## src/rtl/seg_pkg.sv

```systemverilog
// Shared constants and the digit-to-segment decode for the single-digit counter.
// Segment vectors are ordered {A,B,C,D,E,F,G} and are active-low (0 = lit).
package seg_pkg;

    localparam logic [3:0] COUNT_MAX = 4'd9;

    localparam logic [6:0] SEG_0     = 7'b0000001;
    localparam logic [6:0] SEG_1     = 7'b1001111;
    localparam logic [6:0] SEG_2     = 7'b0010010;
    localparam logic [6:0] SEG_3     = 7'b0000110;
    localparam logic [6:0] SEG_4     = 7'b1001100;
    localparam logic [6:0] SEG_5     = 7'b0100100;
    localparam logic [6:0] SEG_6     = 7'b0100000;
    localparam logic [6:0] SEG_7     = 7'b0001111;
    localparam logic [6:0] SEG_8     = 7'b0000000;
    localparam logic [6:0] SEG_9     = 7'b0000100;
    localparam logic [6:0] SEG_BLANK = 7'b1111111;

    // Values 10-15 should never be held, but if they are the digit goes dark.
    function automatic logic [6:0] seg_decode(input logic [3:0] count);
        logic [6:0] seg;
        case (count)
            4'd0:    seg = SEG_0;
            4'd1:    seg = SEG_1;
            4'd2:    seg = SEG_2;
            4'd3:    seg = SEG_3;
            4'd4:    seg = SEG_4;
            4'd5:    seg = SEG_5;
            4'd6:    seg = SEG_6;
            4'd7:    seg = SEG_7;
            4'd8:    seg = SEG_8;
            4'd9:    seg = SEG_9;
            default: seg = SEG_BLANK;
        endcase
        return seg;
    endfunction

endpackage

```

## src/rtl/tick_divider.sv

```systemverilog
// Programmable divider: raises tick for one cycle out of every DIV_COUNT cycles.
// Either the block reset or the divider-only reset restarts the period from zero.
module tick_divider #(
    parameter int DIV_COUNT = 50_000_000
) (
    input  logic Clk,
    input  logic Rst,
    input  logic DivRst,
    output logic tick
);

    localparam int          W    = $clog2(DIV_COUNT);
    localparam logic [W-1:0] LAST = W'(DIV_COUNT - 1);

    logic [W-1:0] div_cnt;

    always_ff @(posedge Clk) begin
        if (!Rst || !DivRst) begin
            div_cnt <= '0;
        end else if (div_cnt == LAST) begin
            div_cnt <= '0;
        end else begin
            div_cnt <= div_cnt + W'(1);
        end
    end

    assign tick = (div_cnt == LAST);

endmodule

```

## src/rtl/top.sv

```systemverilog
// Single-digit up/down decimal counter driving one common-anode seven-segment digit.
// The count steps once per divider tick when enabled and wraps within 0-9.
module top
    import seg_pkg::*;
#(
    parameter int DIV_COUNT = 50_000_000
) (
    input  logic Clk,
    input  logic Rst,
    input  logic DivRst,
    input  logic En,
    input  logic U,
    output logic A,
    output logic B,
    output logic C,
    output logic D,
    output logic E,
    output logic F,
    output logic G,
    output logic SegSel
);

    logic       tick;
    logic [3:0] count;
    logic [3:0] next_count;

    tick_divider #(
        .DIV_COUNT(DIV_COUNT)
    ) u_div (
        .Clk    (Clk),
        .Rst    (Rst),
        .DivRst (DivRst),
        .tick   (tick)
    );

    // The >= guard also pulls an out-of-range value back to 0 when counting up.
    always_comb begin
        next_count = count;
        if (U) begin
            next_count = (count >= COUNT_MAX) ? 4'd0 : count + 4'd1;
        end else begin
            next_count = (count == 4'd0) ? COUNT_MAX : count - 4'd1;
        end
    end

    always_ff @(posedge Clk) begin
        if (!Rst) begin
            count <= 4'd0;
        end else if (tick && En) begin
            count <= next_count;
        end
    end

    assign {A, B, C, D, E, F, G} = seg_decode(count);
    assign SegSel = 1'b0;

endmodule

```

## config.mk

```make
export PLATFORM = sky130hd
export DESIGN_NAME = top
export DESIGN_NICKNAME = d
export VERILOG_FILES = /design/src/rtl/seg_pkg.sv /design/src/rtl/tick_divider.sv /design/src/rtl/top.sv
export SDC_FILE = /design/constraint.sdc
export NUM_CORES = 1
export LEC_CHECK = 0
export CAP_MARGIN = 10
export CORE_ASPECT_RATIO = 1.2
export CORE_UTILIZATION = 40
export DETAILED_ROUTE_END_ITERATION = 10
export GPL_TIMING_DRIVEN = 0
export PLACE_DENSITY_LB_ADDON = 0.08
export SLEW_MARGIN = 20
export SYNTH_ARGS = -nofsm -noshare
export SYNTH_HDL_FRONTEND = slang
export SYNTH_SLANG_ARGS = --single-unit
```

## constraint.sdc

```tcl
create_clock -name Clk -period 2.4 [get_ports Clk]
set_input_delay 0.48 -clock Clk [delete_from_list [all_inputs] [get_ports Clk]]
set_output_delay 0.48 -clock Clk [all_outputs]
set_load 0.05 [all_outputs]
```

==> flow_summary.toml <==
[place]
dpl_cell_area_um2 = 2220
dp_hpwl_um = 3040
place.port_buffers = 10
gp_congestion = 0.744
post-place-ws_ns = -0.251

[cts]
clockRootBuffer = "clkbuf_8"
clk_path_buf_depth = 2
cts_buffers = 5
clk_pin_slew_worst_paths_ns = 0.08
clk_latency_ns = 0.29
cts_tree = "done"
cts_max_level = 2
hold_buffers = 0
numClockSinks = 37

[layout]
nets = 277
nFillCells = 497
regArea_um2 = 751
drive_above_1_share = 0.186
multi_input_area_um2 = 1270
syn2layout_area_growth_pct = 21.2
post-route-util = 0.503
final_area_um2 = 2470
diodes = 0

[global_route]
grt_pass1_vias = 1649
antenna_found_initial = 0
track_usage = 0.175
grt_pass1_wl_um = 7190
gr-usage-met2 = 0.312
grt_overflow_total = 0
grt_max_degree = 13
grt_most_used_layer = "met2"
grt_use_met1 = 0.205
grt_util_met3 = 0.0384

[timing]
fin_skew_ns = 0.00729
final_max_slew_viol_count = 0
period_minus_slack_ns = 2.41
fin_crit_sh = 1.00
hold_viol = 0
fmax_ghz = 0.415
setup_ws_ns = -0.0119
finalSetupViolCount = 1
fin_tns_setup_ns = -0.0119
rsz0062_at_grt = "yes"

[yosys]
synthTopCellsByArea = "dfxtp_1, ha_1, nor2_1"
synth_seq_cells = 37
yosys.area.top_type_share = 0.364
yosysSeqAreaShare = 0.364
synthCells = 235
post-synth-top-count-cell = "dfxtp_1"
synth_warnings = 0
syn_avg_cell_area_um2 = 8.66
syn-num-nets = 250
yosys.area.top_type = "dfxtp_1"
synth_common_cells = "dfxtp_1, nor2_1, nand2_1"
synth_area_um2 = 2030
synth_edf_count = 0
synthArstFlopShare = 0
yosys.cell_types.count = 49
ys.flop_type = "dfxtp_1"

[pwr]
p_comb_frac = 0.030
sequentialPowerShare = 0.513
total_leakage_power_nw = 0.863
swShare = 0.217
vdd_drop_max_mv = 0.337
switchingPower_uw = 260
p_per_area_nw_per_um2 = 485
clockPowerShare = 0.457
p_int_uw = 937
power_mw = 1.20

[critical_path]
crit_top_cell = "inv_1"
path_class = "reg -> reg"
path_cells = "inv_1 -> ha_1 -> or3b_4 -> a21oi_2 -> o211ai_1 -> a21oi_2 -> inv_1 -> ha_1 -> inv_1 -> mux2i_1 -> a21oi_1"
path_depth = 11
reg2regPathDepth = 11
crit_path_max_fanout = 6
cp_num_buf_inv = 3
critPathTopFamily = "compound AO/OA/AOI/OAI gates"
startpoint_type = "flip-flop"
endpoint_kind = "flip-flop"
cp.arrival_ns = 2.57
slowest_delay_ns = 0.40
worstPathRequired_ns = 2.56
cpMaxStageDelayCell = "or3b_4"
rrSetupSlack_ns = -0.01

[floorplan]
die_area_um2 = 5380
die_w_um = 67.1
die_h_um = 80.1
ioPinCount = 13
coreArea_um2 = 4900
start_util = 0.415
rows = 28

[outcome]
failed_checks = "setup timing"
outcome = "finished, violations left"

[flow_run]
drv_cap = 0

[route]
ant_nets = 0
drtIter0Drc = 74
wl_per_cell_um = 13.1
drc_errors = 0
vias_per_cell = 5.25
drtPass1Iterations = 4
num_vias = 1696
wl_um = 4230

[hold_path]
holdPathStages = 1
hold_class = "reg -> reg"
[stage by stage]
stage	hold slack (ns)	std cells
2_1_floorplan	0.426	235
3_3_place_gp	0.448	305
3_5_place_dp	0.459	305
4_1_cts	0.479	319
5_1_grt	0.475	323
6_report	0.437	323
[power by group through the flow]
| stage | clock (mW) | sequential, mW | combinational (mW) |
|---|---|---|---|
| finish | 0.547 | 0.614 | 0.0353 |
| global route | 0.582 | 0.615 | 0.0391 |
| CTS | 0.558 | 0.615 | 0.0354 |
| detailed placement | 0 | 0.631 | 0.0343 |
| global placement | 0 | 0.631 | 0.0345 |
| floorplan | 0 | 0.630 | 0.0217 |
[registers in the layout, indices dropped and copies added, names as in the netlist]
| name | cells |
|---|---|
| u_div.div_cnt | 26 |
| C | 1 |
| A | 1 |
| E | 1 |
| D | 1 |
| count | 4 |
| G | 1 |
| B | 1 |
| F | 1 |
[cell families after synthesis]
| family | synth area share |
|---|---|
| AO/OA/AOI/OAI | 0.135 |
| XOR/XNOR | 0.0990 |
| adder cells (fa/ha/maj) | 0.0615 |
| buffers and inverters | 0.0387 |
| flip-flops | 0.364 |
| multiplexers | 0.0197 |
| other | 0.00184 |
| AND/OR/NAND/NOR | 0.280 |
[placed cells by master, fill, tap and decap left out, drive strengths merged, types with 2 or more instances in the layout]
master         instances
dfxtp                 37
nor2                  28
nand2                 17
a21oi                 16
buf                   14
inv                   13
xor2                  12
xnor2                 11
nand3                 11
clkdlybuf4s50         10
ha                    10
o21ai                  9
clkbuf                 8
nand4                  7
nor3                   6
and4                   6
mux2i                  4
or3                    4
nor4bb                 4
and3                   3
o21bai                 3
nand2b                 3
o211ai                 2
and2                   2
nor2b                  2
o31ai                  2
[routing by layer]
layer | wire (um) | up-vias
met4 | 43 | 0
met3 | 95 | 4
li1 | - | 879
met1 | 1980 | 783
met2 | 2120 | 30
met5 | 0 | -
[cell type report]
cell class	instances	share of cell area
plain buffers	6	0.0122
clock buffers	6	0.0294
clock inverters	2	0.0157
inverters	13	0.0198
multi-input cells	179	0.517
flip-flops and latches	37	0.304
well taps	60	0.0304
repair buffers	20	0.0710
[path summary, 6_finish.rpt]
path                                        from               end
worst max-delay path                    count[1]                 D
worst min-delay path            u_div.div_cnt[0]  u_div.div_cnt[0]
worst max register to register          count[1]                 D
worst min register to register  u_div.div_cnt[0]  u_div.div_cnt[0]
[what timing repair did]
item	4_1_cts	5_1_grt
pin swaps	5	0
setup endpoints to repair	7	6
buffers inserted	6	4
resized for setup	9	11
Note: power is estimated with default switching activity, not from simulation.
